`src/rtl/debug_dump_sequencer.sv`:
```
// debug_dump_sequencer
// Serialises a halted-pipeline debug snapshot into the UART transmit FIFO:
// header, four inter-stage latches, register file, a data-memory window and a
// trailer, one word per accepted FIFO slot. Owns the FIFO write side while busy.

module debug_dump_sequencer #(
  parameter int DATA_WIDTH = 32,
  parameter int NUM_REGS   = 32,
  parameter int MEM_WORDS  = 32
) (
  input  logic                  i_clk,
  input  logic                  i_reset,
  input  logic                  i_start,
  input  logic                  i_abort,
  input  logic [63:0]           i_IF_ID_latch,
  input  logic [138:0]          i_ID_EX_latch,
  input  logic [75:0]           i_EX_MEM_latch,
  input  logic [70:0]           i_MEM_WB_latch,
  output logic [4:0]            o_reg_addr,
  input  logic [DATA_WIDTH-1:0] i_reg_content,
  output logic [31:0]           o_mem_addr,
  input  logic [DATA_WIDTH-1:0] i_mem_content,
  output logic                  o_fifo_wr_en,
  output logic [DATA_WIDTH-1:0] o_fifo_data,
  input  logic                  i_fifo_full,
  output logic                  o_busy,
  output logic                  o_done
);

  // Latch widths and the number of FIFO words each one occupies.
  localparam int IF_ID_W  = 64;
  localparam int ID_EX_W  = 139;
  localparam int EX_MEM_W = 76;
  localparam int MEM_WB_W = 71;

  localparam int IF_ID_N  = (IF_ID_W  + DATA_WIDTH - 1) / DATA_WIDTH;
  localparam int ID_EX_N  = (ID_EX_W  + DATA_WIDTH - 1) / DATA_WIDTH;
  localparam int EX_MEM_N = (EX_MEM_W + DATA_WIDTH - 1) / DATA_WIDTH;
  localparam int MEM_WB_N = (MEM_WB_W + DATA_WIDTH - 1) / DATA_WIDTH;
  localparam int LATCH_N  = IF_ID_N + ID_EX_N + EX_MEM_N + MEM_WB_N;

  localparam int IF_ID_PW  = IF_ID_N  * DATA_WIDTH;
  localparam int ID_EX_PW  = ID_EX_N  * DATA_WIDTH;
  localparam int EX_MEM_PW = EX_MEM_N * DATA_WIDTH;
  localparam int MEM_WB_PW = MEM_WB_N * DATA_WIDTH;

  localparam int LATCH_IDX_W = (LATCH_N   > 1) ? $clog2(LATCH_N)   : 1;
  localparam int REG_IDX_W   = (NUM_REGS  > 1) ? $clog2(NUM_REGS)  : 1;
  localparam int MEM_IDX_W   = (MEM_WORDS > 1) ? $clog2(MEM_WORDS) : 1;
  localparam int LATCH_SLOTS = 2 ** LATCH_IDX_W;

  localparam logic [DATA_WIDTH-1:0] HEADER_WORD  = DATA_WIDTH'(32'hD0D0_0001);
  localparam logic [DATA_WIDTH-1:0] TRAILER_WORD = DATA_WIDTH'(32'hD0D0_FFFF);

  typedef enum logic [3:0] {
    IDLE,
    HDR,
    LATCH,
    REG_ADDR,
    REG_PUSH,
    MEM_ADDR,
    MEM_PUSH,
    TRAIL,
    DONE
  } state_e;

  state_e                 state_q,     state_d;
  logic [LATCH_IDX_W-1:0] latch_idx_q, latch_idx_d;
  logic [REG_IDX_W-1:0]   reg_idx_q,   reg_idx_d;
  logic [MEM_IDX_W-1:0]   mem_idx_q,   mem_idx_d;

  logic [IF_ID_W-1:0]     snap_if_id_q,  snap_if_id_d;
  logic [ID_EX_W-1:0]     snap_id_ex_q,  snap_id_ex_d;
  logic [EX_MEM_W-1:0]    snap_ex_mem_q, snap_ex_mem_d;
  logic [MEM_WB_W-1:0]    snap_mem_wb_q, snap_mem_wb_d;

  logic [IF_ID_PW-1:0]    if_id_pad;
  logic [ID_EX_PW-1:0]    id_ex_pad;
  logic [EX_MEM_PW-1:0]   ex_mem_pad;
  logic [MEM_WB_PW-1:0]   mem_wb_pad;
  logic [DATA_WIDTH-1:0]  latch_words [LATCH_SLOTS];
  logic [DATA_WIDTH-1:0]  latch_word;

  logic push_state;
  logic fifo_wr;

  // Zero-extend each latch snapshot to a whole number of FIFO words.
  assign if_id_pad  = IF_ID_PW'(snap_if_id_q);
  assign id_ex_pad  = ID_EX_PW'(snap_id_ex_q);
  assign ex_mem_pad = EX_MEM_PW'(snap_ex_mem_q);
  assign mem_wb_pad = MEM_WB_PW'(snap_mem_wb_q);

  // Lay the latch words out in dump order, least-significant word first.
  always_comb begin
    // NOTE: every output of a combinational block gets a default before any
    // conditional logic, otherwise unassigned paths infer latches.
    for (int i = 0; i < LATCH_SLOTS; i++) begin
      latch_words[i] = '0;
    end
    for (int i = 0; i < IF_ID_N; i++) begin
      latch_words[i] = if_id_pad[i*DATA_WIDTH +: DATA_WIDTH];
    end
    for (int i = 0; i < ID_EX_N; i++) begin
      latch_words[IF_ID_N + i] = id_ex_pad[i*DATA_WIDTH +: DATA_WIDTH];
    end
    for (int i = 0; i < EX_MEM_N; i++) begin
      latch_words[IF_ID_N + ID_EX_N + i] = ex_mem_pad[i*DATA_WIDTH +: DATA_WIDTH];
    end
    for (int i = 0; i < MEM_WB_N; i++) begin
      latch_words[IF_ID_N + ID_EX_N + EX_MEM_N + i] = mem_wb_pad[i*DATA_WIDTH +: DATA_WIDTH];
    end
  end

  assign latch_word = latch_words[latch_idx_q];

  // FIFO write side and status outputs, all decoded from the current state.
  always_comb begin
    push_state = (state_q == HDR)      || (state_q == LATCH) ||
                 (state_q == REG_PUSH) || (state_q == MEM_PUSH) ||
                 (state_q == TRAIL);
    // Abort wins over a pending write so a cancelled dump never emits a word.
    fifo_wr      = push_state && !i_fifo_full && !i_abort;
    o_fifo_wr_en = fifo_wr;
    o_busy       = (state_q != IDLE) && (state_q != DONE);
    o_done       = (state_q == DONE) && !i_abort;
    o_reg_addr   = 5'(reg_idx_q);
    o_mem_addr   = 32'({mem_idx_q, 2'b00});

    case (state_q)
      HDR:      o_fifo_data = HEADER_WORD;
      LATCH:    o_fifo_data = latch_word;
      REG_PUSH: o_fifo_data = i_reg_content;
      MEM_PUSH: o_fifo_data = i_mem_content;
      TRAIL:    o_fifo_data = TRAILER_WORD;
      default:  o_fifo_data = '0;
    endcase
  end

  // Next-state, index and snapshot-capture logic; indices advance only on an
  // accepted write so backpressure holds the current word in place.
  always_comb begin
    state_d       = state_q;
    latch_idx_d   = latch_idx_q;
    reg_idx_d     = reg_idx_q;
    mem_idx_d     = mem_idx_q;
    snap_if_id_d  = snap_if_id_q;
    snap_id_ex_d  = snap_id_ex_q;
    snap_ex_mem_d = snap_ex_mem_q;
    snap_mem_wb_d = snap_mem_wb_q;

    case (state_q)
      IDLE: begin
        if (i_start) begin
          snap_if_id_d  = i_IF_ID_latch;
          snap_id_ex_d  = i_ID_EX_latch;
          snap_ex_mem_d = i_EX_MEM_latch;
          snap_mem_wb_d = i_MEM_WB_latch;
          latch_idx_d   = '0;
          reg_idx_d     = '0;
          mem_idx_d     = '0;
          state_d       = HDR;
        end
      end
      HDR: begin
        if (fifo_wr) state_d = LATCH;
      end
      LATCH: begin
        if (fifo_wr) begin
          if (latch_idx_q == LATCH_IDX_W'(LATCH_N - 1)) begin
            latch_idx_d = '0;
            state_d     = REG_ADDR;
          end else begin
            latch_idx_d = latch_idx_q + LATCH_IDX_W'(1);
          end
        end
      end
      REG_ADDR: state_d = REG_PUSH;
      REG_PUSH: begin
        if (fifo_wr) begin
          if (reg_idx_q == REG_IDX_W'(NUM_REGS - 1)) begin
            reg_idx_d = '0;
            state_d   = MEM_ADDR;
          end else begin
            reg_idx_d = reg_idx_q + REG_IDX_W'(1);
            state_d   = REG_ADDR;
          end
        end
      end
      // Memory reads have one cycle of latency: the address is presented in
      // MEM_ADDR and the data is consumed in MEM_PUSH with the address held.
      MEM_ADDR: state_d = MEM_PUSH;
      MEM_PUSH: begin
        if (fifo_wr) begin
          if (mem_idx_q == MEM_IDX_W'(MEM_WORDS - 1)) begin
            mem_idx_d = '0;
            state_d   = TRAIL;
          end else begin
            mem_idx_d = mem_idx_q + MEM_IDX_W'(1);
            state_d   = MEM_ADDR;
          end
        end
      end
      TRAIL: begin
        if (fifo_wr) state_d = DONE;
      end
      DONE:    state_d = IDLE;
      default: state_d = IDLE;
    endcase

    // Abort discards the dump from any active state.
    if (i_abort && (state_q != IDLE)) begin
      state_d     = IDLE;
      latch_idx_d = '0;
      reg_idx_d   = '0;
      mem_idx_d   = '0;
    end
  end

  // Control state and indices, cleared by the asynchronous reset.
  always_ff @(posedge i_clk or negedge i_reset) begin
    // NOTE: sequential state is always updated with non-blocking assignments
    // so every flop samples the pre-edge value of its inputs.
    if (!i_reset) begin
      state_q     <= IDLE;
      latch_idx_q <= '0;
      reg_idx_q   <= '0;
      mem_idx_q   <= '0;
    end else begin
      state_q     <= state_d;
      latch_idx_q <= latch_idx_d;
      reg_idx_q   <= reg_idx_d;
      mem_idx_q   <= mem_idx_d;
    end
  end

  // Latch snapshot storage, loaded when a dump starts.
  always_ff @(posedge i_clk) begin
    // NOTE: the snapshot is a pure data store, only read after being loaded
    // on start, so it carries no reset and stays out of the reset tree.
    snap_if_id_q  <= snap_if_id_d;
    snap_id_ex_q  <= snap_id_ex_d;
    snap_ex_mem_q <= snap_ex_mem_d;
    snap_mem_wb_q <= snap_mem_wb_d;
  end

endmodule

```
`config.mk`:
```
export PLATFORM = sky130hd
export DESIGN_NAME = debug_dump_sequencer
export DESIGN_NICKNAME = d
export VERILOG_FILES = /design/src/rtl/debug_dump_sequencer.sv
export SDC_FILE = /design/constraint.sdc
export NUM_CORES = 1
export LEC_CHECK = 0
export CORE_MARGIN = 5
export CORE_UTILIZATION = 47
export CTS_BUF_LIST = sky130_fd_sc_hd__clkbuf_8 sky130_fd_sc_hd__clkbuf_16
export CTS_CLUSTER_SIZE = 16
export DETAILED_ROUTE_END_ITERATION = 7
export GPL_ROUTABILITY_DRIVEN = 1
export GPL_TIMING_DRIVEN = 0
export HOLD_SLACK_MARGIN = 0.06
export PLACE_DENSITY = 0.82
export SETUP_SLACK_MARGIN = 0.05
export SYNTH_ARGS = -nofsm -noshare
export SYNTH_HDL_FRONTEND = slang
export SYNTH_SLANG_ARGS = --single-unit
export TNS_END_PERCENT = 50
```
`constraint.sdc`:
```
create_clock -name i_clk -period 19.9 [get_ports i_clk]
set_input_delay 3.98 -clock i_clk [delete_from_list [all_inputs] [get_ports i_clk]]
set_output_delay 3.98 -clock i_clk [all_outputs]
set_load 0.03 [all_outputs]
```
==> After elaboration in Yosys (flattened, before gate mapping) <==
Cells that the tools add are included.
{ "classes": {"reduce_logical": 21, "n_mux": 29, "order_cmp": 1, "n_eq_ne": 19, "add_sub_neg": 3, "bitwise": 1} }
{ "op_table": {"columns": ["cell", "count"], "rows": [
  ["$pmux 32 s5", 1],
  ["$bmux 32 s4", 1],
  ["$mux 32", 2],
  ["$mux 4", 12],
  ["$mux 5", 7],
  ["$pmux 4 s8", 1],
  ["$pmux 5 s2", 2],
  ["$eq 4x3->1 const B", 4],
  ["$ne 3x2->1 const B", 5],
  ["$add 5x1->5 const B", 2],
  ["$eq 5x5->1 const B", 2],
  ["$reduce_and 3->1", 3],
  ["$reduce_bool 3->1", 3],
  ["$eq 4x2->1 const B", 2],
  ["$eq 4x4->1 const B", 2],
  ["$pmux 4 s2", 1],
  ["$reduce_and 7->1", 1],
  ["$ge 5x5->1 const B", 1],
  ["$logic_and 1x1->1", 5],
  ["$not 4->5", 1],
  ["$add 4x1->4 const B", 1],
  ["$eq 4x1->1 const B", 1],
  ["$logic_not 4->1", 1],
  ["$logic_or 1x1->1", 4],
  ["8 further kinds", 9]
]} }
{ "word_totals": {"out_inout_bits": 72, "ff_bits": 368} }

==> Logic depth before layout (Yosys ltp) <==
Gate-level depths: netlist (run 1).
{ "depth": {"word_depth": 10, "mapped_depth": 10, "depth_no_buf": 7} }

==> Worst setup path before layout (run 1) <==
No wires, ideal clock.
{ "synth_timing": {"kind": "in2reg", "from": "input i_start", "to": "register snap_if_id_q[0] (netlist: if_id_pad[0]) (enable)", "slack_ns": 0.381, "path_buffers": 0, "arrival_time_ns": 18.448, "required_time_ns": 18.829, "path_stages": 2, "cell_sequence": "inv_1 -> nor2_1"} }
{ "synth_between": {"elab_chain_len": 1} }
{ "synth_rtl": {"columns": ["item", "line", "text"], "rows": [
  ["from (decl)", "13", "input logic i_start,"],
  ["$reduce_and 2->1 (no line)", null, null],
  ["to (signal assigned)", "240", "snap_if_id_q <= snap_if_id_d;"],
  ["to (decl)", "72", "logic [IF_ID_W-1:0] snap_if_id_q, snap_if_id_d;"]
]} }
Every way passes these cells.
A chain may end at the register's enable or synchronous reset.

==> Final worst setup path (run 1) <==
{ "layout_timing": {"from": "input i_abort", "to": "output o_done"} }
{ "layout_between": {"elab_chain_len": 2} }
{ "layout_rtl": {"columns": ["item", "line", "text"], "rows": [
  ["from (decl)", "14", "input logic i_abort,"],
  ["$logic_not 1->1", "125", "o_done = (state_q == DONE) && !i_abort;"],
  ["$logic_and 1x1->1", "125", null],
  ["to (decl)", "27", "output logic o_done"]
]} }
Every way passes these cells.

==> summary.md, run 1 <==
| Metric | Value |
|---|---|
| Run status | `finished, final reports clean` |
| Crit-path slowest cell | `clkdlybuf4s50_1` |
| Synth area leaders | `edfxtp_1, mux2i_1, mux4_2, dfrtp_1, buf_4` |
| LEAKAGE | `roughly 7.5 nW` |
| Cell Count, Final, Fillers Out | `1927` |
| Routed Antenna Nets | `0` |
| Seq/Total Area, Yosys | `0.7130` |
| CTS Sinks | `about 370` |
| Area delta synth->final | `44.61%` |
| Period utilization | `0.4971` |
| IO Port Bufs | `around 460` |
| Most used cell, CP | `clkdlybuf4s50_1` |
| Syn_area_per_cell | `16.97 sq um` |
| CTS tree | `yes` |
| Pre-Repair DR Iteration Count | `6` |
| Slowest stage delay, CP | `around 730 ps` |
| Pwr/cell area | `approximately 120 nW/um^2` |
| Initial core utilization | `0.4737` |
| # H-tree levels | `2` |
| Latest clock arrival within the worst-skew pair | `approximately 540 ps` |
| Core Area | `about 32000 sq um` |
| Max-slew violations | `0` |
| Post-CTS setup buffer count | `0` |
| DP Cell Count | `around 1.8k` |
| Max-cap violations | `0` |
| Critical Path Source Type | `input port` |
| Clock Path Buffers | `3` |
| Final setup viols | `0` |
| Die area | `36420 sq um` |
| Total power | `2.693 mW` |
| PnR worst setup slack | `between 10000 and 15000 ps` |
| EDFF count, synth | `350` |
| Actual slew at the worst max-slew pin | `roughly 1300 ps` |
| Final GP Congestion | `slightly below 0.9` |
| Die Height | `~190 um` |
| Critical path class | `in -> out` |
| Prevailing post-synth register cell | `edfxtp_1` |
| Remaining global-route overflow | `0` |
| Seq cells post-synth | `~370` |
| FF+latch area | `approximately 11000 sq um` |
| Ys async rst share | `0.04891` |
| Hold Violations, Final | `0` |
| First-pass GRT wire length | `slightly above 70 mm` |
| Total wire length | `~50 mm` |
| Critical path data arrival time | `5910 ps` |
| Clk root buf | `clkbuf_16` |
| Top cell type by total area after synthesis | `edfxtp_1` |
| WL/cell | `~27 um` |
| Worst Clk Skew | `~27 ps` |
| RSZ-0062 raised after global routing | `no` |
| Clock buffer count from CTS | `40` |
| Area of the multi-input gates | `4011 sq um` |
| Tot GR Track Use | `0.2725` |
| Residual DRC count | `0` |
| Worst hold path class | `reg -> reg` |
| # rows | `66` |
| Setup TNS | `0 ps` |
| Nets | `around 1.9k` |
| Cell Area, Synth | `between 15000 and 20000 sq um` |
| CP Capture Type | `output port` |
| Tmin final | `approximately 9900 ps` |
| Ys Warns | `0` |
| PostCTS Resize Cnt | `0` |
| Drt first-iter violations | `977` |
| Clk slew on worst S/H paths | `~50 ps` |
| HPWL after DPL | `roughly 39 mm` |
| Ports | `approximately 490` |
| Gate Count Post-Synth | `~900` |
| DR vias | `about 11k` |
| Hold buffer count at cts | `0` |
| Initial antenna violation count | `10` |
| Vias in the first global route | `roughly 11k` |
| Normalized max-slew margin | `0.1274` |
| Max FO, Critical Path | `10` |
| Fill cells | `roughly 2.2k` |
| Crit path cell chain | `clkdlybuf4s50_1, clkbuf_1, nor3b_1, clkdlybuf4s50_1` |
| Critical path data required time | `around 16000 ps` |
| Synth unique cells | `59` |
| Pre-CTS worst setup slack | `between 10000 and 15000 ps` |
| Die W | `approximately 190 um` |
| WHS | `544.4 ps` |
| Share of post-route cells with drive strength above 1 | `0.1199` |
| Synth top area share | `0.6837` |
| F_max | `slightly above 0.1 GHz` |
| Via/cell ratio | `~5.6` |
| Largest net degree at the start of global routing | `39` |
| Peak supply drop | `between 0.08 and 0.09 mV` |
where the power goes:
group / leakage, nW / internal (mW) / switching (mW) / total, mW
clock: 0.693 / 0.440 / 0.299 / 0.739
sequential: 3.48 / 1.05 / 0.0509 / 1.10
combinational: 3.36 / 0.355 / 0.496 / 0.851
total: 7.54 / 1.85 / 0.846 / 2.69
path summary, 6_finish.rpt:
check                                           startpoint  depth (start not counted)  slack, ps                    endpoint
worst min register to register   o_reg_addr[4]$_DFFE_PN0P_                          2        540   o_reg_addr[4]$_DFFE_PN0P_
min in group asynchronous                          i_reset                          1       3960      state_q[0]$_DFFE_PN0P_
max in group asynchronous                          i_reset                          1      15410  latch_idx_q[3]$_DFFE_PN0P_
worst max register to register  latch_idx_q[0]$_DFFE_PN0P_                         10      16730      state_q[1]$_DFFE_PN0P_
worst min-delay path             o_reg_addr[4]$_DFFE_PN0P_                          2        540   o_reg_addr[4]$_DFFE_PN0P_
worst max-delay path                               i_abort                          4      10010                      o_done
kinds of logic (layout without fill, tap and decap cells):
kind of cell	after synthesis	count (layout)	share of synthesized area
xor+xnor	3	3	0.001710
compound gates	193	193	0.09043
other cells	1	36	0.0002439
buf+inv	90	634	0.03288
flops	368	368	0.7130
mux	138	138	0.1191
fa+ha+maj	6	6	0.004883
simple gates	107	107	0.03777
metal layers:
| metal | vias up | share of wire | track usage |
|---|---|---|---|
| li1 | 4722 | - | - |
| met1 | 5188 | 0.36 | 0.3267 |
| met2 | 660 | 0.50 | 0.4660 |
| met3 | 142 | 0.095 | 0.06774 |
| met4 | 4 | 0.050 | 0.1260 |
| met5 | - | 0.00053 | 0 |
cell usage in the layout, fill, tap and decap left out, types with 22 or more instances in the layout:
master and instances:
a22oi_1 25, nor2_1 28, o21ai_0 32, clkbuf_1 31, a21oi_1 41, edfxtp_1 350
clkdlybuf4s50_1 462, buf_4 36, mux2i_1 85, mux4_2 34, clkbuf_16 41, nand2_1 22
conb_1 27
synthesized netlist by cell type, types with 4 or more instances:
library cell    n
buf_2          14
mux2_2         19
nand3b_1        6
a222oi_1       10
a211o_1         8
edfxtp_1      350
nor3b_1         5
a22oi_1        25
a21oi_1        41
and3_1          4
o21a_1          6
o22ai_1         6
dfrtp_1        18
mux2i_1        85
o221ai_1       13
inv_1           5
ha_1            6
mux4_2         34
nor2b_1         4
nand2_1        22
o21ai_0        32
buf_4          36
a22o_1          7
o2bb2ai_1      21
nand3_1        13
clkbuf_1       31
nor2_1         29
a221o_1         9
layout make-up:
class | count | share of cell area
repair buffers | 473 | 0.2186
clock buffers | 41 | 0.04615
well taps | 442 | 0.02488
diodes | 9 | 0.001013
inverters | 5 | 0.0008443
clock inverters | 30 | 0.01311
flip-flops and latches | 368 | 0.4930
plain buffers | 85 | 0.02189
multi-input cells | 474 | 0.1804
per-stage QoR:
step	utilization	cell area, sq um
3_3_place_gp	0.6362	20650
3_5_place_dp	0.6437	20890
4_1_cts	0.6843	22210
2_1_floorplan	-	15470
5_1_grt	0.6850	22230
6_report	0.6850	22230
state kept, by name (all words and copies together) (netlist names):
signal         count
snap_id_ex_q     139
if_id_pad         64
o_reg_addr         5
snap_ex_mem_q     76
mem_idx_q          5
latch_idx_q        4
snap_mem_wb_q     71
state_q            4
worst max-delay path: cells and delay by family:
| family | cells | cell delay, ps |
|---|---|---|
| AND/OR/NAND/NOR | 1 | 270 |
| buffers and inverters | 3 | 1660 |
Power figures use the tool's default switching activity.
==> run 2, diff against run 1 <==
--- a/config.mk
+++ b/config.mk
@@ -6,14 +6,14 @@
 export NUM_CORES = 1
 export LEC_CHECK = 0
 export CORE_MARGIN = 5
-export CORE_UTILIZATION = 47
+export CORE_UTILIZATION = 42
 export CTS_BUF_LIST = sky130_fd_sc_hd__clkbuf_8 sky130_fd_sc_hd__clkbuf_16
 export CTS_CLUSTER_SIZE = 16
 export DETAILED_ROUTE_END_ITERATION = 7
 export GPL_ROUTABILITY_DRIVEN = 1
 export GPL_TIMING_DRIVEN = 0
 export HOLD_SLACK_MARGIN = 0.06
-export PLACE_DENSITY = 0.82
+export PLACE_DENSITY = 0.78
 export SETUP_SLACK_MARGIN = 0.05
 export SYNTH_ARGS = -nofsm -noshare
 export SYNTH_HDL_FRONTEND = slang
==> constraint.sdc (replaced) <==
create_clock -name i_clk -period 9 [get_ports i_clk]
set_input_delay 1.8 -clock i_clk [delete_from_list [all_inputs] [get_ports i_clk]]
set_output_delay 1.8 -clock i_clk [all_outputs]
set_load 0.03 [all_outputs]
==> run 2 against run 1 <==
Via count is 0.54% lower. Hold slack better by 1.8 ps. Core utilization decreased by 7.7 points. Clock power grew 96%. Wire length rose by 1.2%. Non-clock buffer count unchanged. First-iteration DRC count fell by 13%. Setup slack got worse by 6900 ps. Flip-flop and latch count did not move. Critical path depth is 3 higher. Global-route usage is 2.3 points lower. Sequential share of layout area grew 0.30 points. Critical path type is now reg -> out. Critical endpoint is now o_fifo_data[3]. Largest cell class unchanged.
==> summary.md, run 2 (same netlist as run 1, synthesis figures left out) <==
| Metric | Value |
|---|---|
| Tmin final | `5939 ps` |
| Remaining global-route overflow | `0` |
| Worst Clk Skew | `20.63 ps` |
| Final setup viols | `0` |
| Hold buffer count at cts | `0` |
| CP Capture Type | `output port` |
| IO Port Bufs | `between 400 and 500` |
| Pwr/cell area | `about 260 nW/um^2` |
| WL/cell | `26.70 um` |
| Clock Path Buffers | `3` |
| Normalized max-slew margin | `0.1472` |
| Period utilization | `0.6599` |
| Clock buffer count from CTS | `39` |
| PostCTS Resize Cnt | `0` |
| Crit path cell chain | `buf_2, buf_1, nand3b_1, o22ai_1, a21oi_1, o221ai_1, clkdlybuf4s50_1` |
| Peak supply drop | `around 0.14 mV` |
| Post-CTS setup buffer count | `0` |
| Clk slew on worst S/H paths | `60 ps` |
| Share of post-route cells with drive strength above 1 | `0.1194` |
| CTS tree | `yes` |
| Area delta synth->final | `43.73%` |
| Max FFs per register | `about 140` |
| Grt met1 use | `0.3056` |
| Via/cell ratio | `5.474` |
| CP bufs+invs | `3` |
| DP Cell Count | `~1.9k` |
| Initial core utilization | `0.4229` |
| Hold Violations, Final | `0` |
| Critical path data required time | `7200 ps` |
| RSZ-0062 raised after global routing | `no` |
| Run status | `finished, final reports clean` |
| Hold EP | `o_reg_addr[4]$_DFFE_PN0P_` |
| Register name with the most flops | `snap_id_ex_q` |
| Max-cap violations | `0` |
| F_max | `0.1684 GHz` |
| Residual DRC count | `0` |
| CP delay by family, top | `buffers and inverters` |
| Reg-to-Reg End | `snap_id_ex_q[70]$_DFFE_PP_` |
| Max-slew violations | `0` |
| Total wire length | `between 50 and 60 mm` |
| Ports | `approximately 490` |
| # rows | `70` |
| Die area | `approximately 41000 sq um` |
| First-pass GRT wire length | `between 70 and 80 mm` |
| Die Height | `between 200 and 250 um` |
| M2 GR Usage | `0.4185` |
| R2R Path Start | `state_q[2]$_DFFE_PN0P_` |
| Initial antenna violation count | `6` |
| DR vias | `10.66k` |
| R2R setup slack | `around 5700 ps` |
| Final Core Density | `0.6079` |
| Levels on crit path | `7` |
| Cell Count, Final, Fillers Out | `between 1.5k and 2k` |
| Commonest non-fill, non-tap cell in the layout | `clkdlybuf4s50_1` |
| LEAKAGE | `between 7 and 8 nW` |
| HPWL after DPL | `39.53 mm` |
| Core Area | `approximately 36000 sq um` |
| Critical path data arrival time | `between 4000 and 5000 ps` |
| Highest-count cells in the layout ignoring fill and taps | `clkdlybuf4s50_1, edfxtp_1, mux2i_1, a21oi_1, clkbuf_16` |
| WHS | `between 500 and 600 ps` |
| Nets | `1871` |
| Max FO, Critical Path | `10` |
| Pre-Repair DR Iteration Count | `7` |
| Crit-path slowest cell | `buf_1` |
| Drt first-iter violations | `851` |
| Worst hold path class | `reg -> reg` |
| # H-tree levels | `2` |
| Fill cells | `2721` |
| GR Layer Usage met3 | `0.07010` |
| Actual slew at the worst max-slew pin | `between 1000 and 1500 ps` |
| Worst Hold Launch | `o_reg_addr[4]$_DFFE_PN0P_` |
| Routed Antenna Nets | `0` |
| WHS Path Cells | `2` |
| Die W | `201.3 um` |
| Critical path class | `reg -> out` |
| Largest net degree at the start of global routing | `37` |
| CTS Sinks | `between 300 and 400` |
| Vias in the first global route | `between 10k and 15k` |
| Clk root buf | `clkbuf_16` |
| Latest clock arrival within the worst-skew pair | `540 ps` |
| Reg2Reg Depth | `7` |
| Critical Path Source Type | `flip-flop` |
| GRT busiest layer | `met2` |
| Biggest regs | `snap_id_ex_q (139), snap_ex_mem_q (76), snap_mem_wb_q (71)` |
| Final GP Congestion | `0.8878` |
| Slowest stage delay, CP | `roughly 750 ps` |
| Tot GR Track Use | `0.2491` |
-- run 2: how the worst max path moves through the flow --
stage / start / to / slack (ps)
detailed placement: i_abort / o_done / 3480
CTS: latch_idx_q[1]$_DFFE_PN0P_ / o_fifo_data[3] / 2980
global placement: i_start / snap_id_ex_q[132]$_DFFE_PP_ / -830
finish: latch_idx_q[1]$_DFFE_PN0P_ / o_fifo_data[3] / 3060
floorplan: i_start / if_id_pad[0]$_DFFE_PP_ / 1540
global route: latch_idx_q[1]$_DFFE_PN0P_ / o_fifo_data[3] / 2870
-- run 2: stage by stage --
| step | area [sq um] | power, mW | setup slack [ps] | TNS (ps) |
|---|---|---|---|---|
| 2_1_floorplan | 15480 | 3.550 | 1540 | 0 |
| 3_3_place_gp | 20690 | 4.353 | -827.0 | -277170 |
| 3_5_place_dp | 20940 | 4.384 | 3476 | 0 |
| 4_1_cts | 22080 | 5.847 | 2976 | 0 |
| 5_1_grt | 22090 | 6.048 | 2871 | 0 |
| 6_report | 22090 | 5.807 | 3061 | 0 |
-- run 2: layer usage --
metal  wire length, um  share of wire
met5                 7        0.00013
met4              2251          0.043
met3              4889          0.094
met2             25540           0.49
met1             19300           0.37
-- run 2: power by group --
group / switching, mW / leakage, nW / total, mW / internal (mW)
logic: 1.14 / 3.37 / 1.92 / 0.788
clock network: 0.644 / 0.569 / 1.45 / 0.806
registers: 0.108 / 3.48 / 2.43 / 2.33
total: 1.89 / 7.42 / 5.81 / 3.92
-- run 2: worst register-to-register path, cell delays in order (launching register included) --
cell	delay [ps]
dfrtp_1	400
buf_4	180
or4_1	650
nor2_4	700
buf_12	310
buf_12	260
buf_12	250
buf_16	230
-- run 2: cell type report --
class	count	area (sq um)	area share
Clock buffer	40	1001	0.04530
Timing Repair Buffer	473	4867	0.2203
Multi-Input combinational cell	474	4016	0.1818
Buffer	85	486.7	0.02203
Tap cell	468	585.6	0.02650
Antenna cell	5	12.51	0.0005663
Clock inverter	29	146.4	0.006626
Sequential cell	368	10960	0.4961
Inverter	5	18.77	0.0008494
==> run 3, diff against run 2 <==
==> constraint.sdc (replaced) <==
create_clock -name i_clk -period 4.8 [get_ports i_clk]
set_input_delay 0.96 -clock i_clk [delete_from_list [all_inputs] [get_ports i_clk]]
set_output_delay 0.96 -clock i_clk [all_outputs]
set_load 0.03 [all_outputs]
==> run 3 against run 2 <==
The run now ends with design-rule violations left. Via count grew 0.36%. Clock-buffer cell count up 4. Wire length is essentially flat. Flip-flop and latch count unchanged. Global-route usage fell by 0.090 points. Die area unchanged. Cell count increased by 0.21%. Sequential power up 88%. Clock power is 110% higher. Setup slack got worse by 2900 ps. Combinational power grew 89%.
==> summary.md, run 3 (same netlist as run 1, synthesis figures left out) <==
| Metric | Value |
|---|---|
| Slowest stage delay, CP | `roughly 710 ps` |
| Die area | `between 40000 and 50000 sq um` |
| Max FO, Critical Path | `10` |
| Biggest regs | `snap_id_ex_q (139), snap_ex_mem_q (76), snap_mem_wb_q (71)` |
| Ports | `491` |
| Via/cell ratio | `~5.5` |
| Actual slew at the worst max-slew pin | `roughly 930 ps` |
| Peak supply drop | `0.3625 mV` |
| DP Cell Count | `approximately 1.9k` |
| Largest net degree at the start of global routing | `38` |
| LEAKAGE | `7.656 nW` |
| Crit-path slowest cell | `clkdlybuf4s15_1` |
| Clock buffer count from CTS | `40` |
| F_max | `0.2162 GHz` |
| Critical path data arrival time | `between 3000 and 4000 ps` |
| Commonest non-fill, non-tap cell in the layout | `clkdlybuf4s50_1` |
| Total power | `11.20 mW` |
| Max-slew violations | `0` |
| Pre-CTS worst setup slack | `184.4 ps` |
| RSZ-0062 raised after global routing | `no` |
| Total wire length | `~52 mm` |
| Critical path data required time | `3840 ps` |
| Max FFs per register | `139` |
| Tmin final | `between 4000 and 5000 ps` |
| # H-tree levels | `2` |
| Fin area | `about 22000 sq um` |
| DP Area | `between 20000 and 25000 sq um` |
| Final setup viols | `0` |
| Initial antenna violation count | `5` |
| Clock Path Buffers | `3` |
| Normalized max-slew margin | `0.3778` |
| Residual DRC count | `2` |
| Failing checks | `design-rule violations` |
| Nets | `approximately 1.9k` |
| Tot GR Track Use | `0.2482` |
| Fill cells | `between 2k and 3k` |
| CTS tree | `yes` |
| First-pass GRT wire length | `between 70 and 80 mm` |
| # rows | `70` |
| Core Area | `roughly 36000 sq um` |
| Drt first-iter violations | `between 800 and 900` |
| Area delta synth->final | `45.20%` |
| CTS Sinks | `around 370` |
| CP Capture Type | `output port` |
| Highest-count cells in the layout ignoring fill and taps | `clkdlybuf4s50_1, edfxtp_1, mux2i_1, a21oi_1, clkbuf_16` |
| Crit path cell chain | `clkbuf_1, clkdlybuf4s15_1, o21ai_0, a21oi_1, a221o_1, clkdlybuf4s50_1` |
| Post-CTS setup buffer count | `0` |
| Pwr/cell area | `around 500 nW/um^2` |
| Cell Count, Final, Fillers Out | `about 2.0k` |
| Initial core utilization | `0.4229` |
| DR vias | `roughly 11k` |
| WL/cell | `between 20 and 30 um` |
| Clk slew on worst S/H paths | `60 ps` |
| Critical Path Source Type | `flip-flop` |
| Pre-Repair DR Iteration Count | `8` |
| Share of post-route cells with drive strength above 1 | `0.1313` |
| IO Port Bufs | `~460` |
| Routed Antenna Nets | `0` |
| PnR worst setup slack | `174.0 ps` |
| Register name with the most flops | `snap_id_ex_q` |
| Die W | `around 200 um` |
| Die Height | `slightly above 200 um` |
| HPWL after DPL | `around 40 mm` |
| Worst Clk Skew | `9.977 ps` |
| Critical path class | `reg -> out` |
| Hold Violations, Final | `0` |
| Latest clock arrival within the worst-skew pair | `approximately 560 ps` |
| Remaining global-route overflow | `0` |
| Run status | `complete, but fails checks` |
| Vias in the first global route | `between 10k and 15k` |
| Setup TNS | `0 ps` |
| Clk root buf | `clkbuf_16` |
| Hold buffer count at cts | `0` |
| Max-cap violations | `0` |
| Final GP Congestion | `about 0.89` |
| Worst hold path class | `reg -> reg` |
| Period utilization | `0.9637` |
## run 3: cell count changes in the layout (fill, tap and decap cells not counted), moves of 2 or more
cell,before,now
clkbuf_8,0,3
clkdlybuf4s15_1,0,2
clkinv_1,14,9
bufinv_16,0,2
clkbuf_1,31,22
clkbuf_2,0,7
clkinvlp_4,4,2
clkdlybuf4s50_1,462,453
buf_6,2,4
dlymetal6s2s_1,0,8
## run 3: power breakdown
group	switching, mW	internal (mW)	total, mW
Sequential	0.207	4.36	4.57
Clock	1.28	1.72	3.00
Combinational	2.12	1.50	3.63
## run 3: metal layers
| metal | global-route usage | part of all wire |
|---|---|---|
| met5 | 0 | 0 |
| met4 | 0.07153 | 0.023 |
| met3 | 0.07478 | 0.093 |
| met2 | 0.4293 | 0.51 |
| met1 | 0.3038 | 0.38 |
## run 3: timing repair
| action | CTS | global route |
|---|---|---|
| gates cloned | 0 | 0 |
| resized for setup | 12 | 17 |
| pin swaps | 0 | 1 |
| setup endpoints to repair | 26 | 16 |
## run 3: worst paths after layout
path / cells after the start / from / slack (ps) / to
worst max-delay path: 6 / state_q[0]$_DFFE_PN0P_ / 170 / o_fifo_data[13]
worst min-delay path: 2 / o_reg_addr[4]$_DFFE_PN0P_ / 510 / o_reg_addr[4]$_DFFE_PN0P_
worst max register to register: 8 / state_q[1]$_DFFE_PN0P_ / 1640 / snap_ex_mem_q[65]$_DFFE_PP_
worst min register to register: 2 / o_reg_addr[4]$_DFFE_PN0P_ / 510 / o_reg_addr[4]$_DFFE_PN0P_
max in group asynchronous: 1 / i_reset / 3340 / o_reg_addr[3]$_DFFE_PN0P_
min in group asynchronous: 1 / i_reset / 920 / latch_idx_q[2]$_DFFE_PN0P_
## run 3: cell type report
| type | instances | area (sq um) | share of cell area |
|---|---|---|---|
| Multi-Input combinational cell | 474 | 4028 | 0.1804 |
| Sequential cell | 368 | 10960 | 0.4911 |
| Antenna cell | 6 | 15.01 | 0.0006727 |
| Timing Repair Buffer | 474 | 4913 | 0.2201 |
| Tap cell | 468 | 585.6 | 0.02623 |
| Inverter | 5 | 18.77 | 0.0008409 |
| Clock inverter | 27 | 210.2 | 0.009418 |
| Buffer | 85 | 521.8 | 0.02338 |
| Clock buffer | 44 | 1067 | 0.04782 |
## run 3: per-stage QoR
stage,hold slack (ps),util
floorplan,644.7,-
global placement,491.4,0.5694
detailed placement,505.9,0.5770
CTS,518.9,0.6127
global route,554.2,0.6140
finish,510.2,0.6141
## run 3: critical path: cells and delay by family, from the launching register on
| family | cells | cell delay (ps) |
|---|---|---|
| buffers and inverters | 3 | 1830 |
| AO/OA/AOI/OAI | 3 | 800 |
| flip-flops | 1 | 470 |
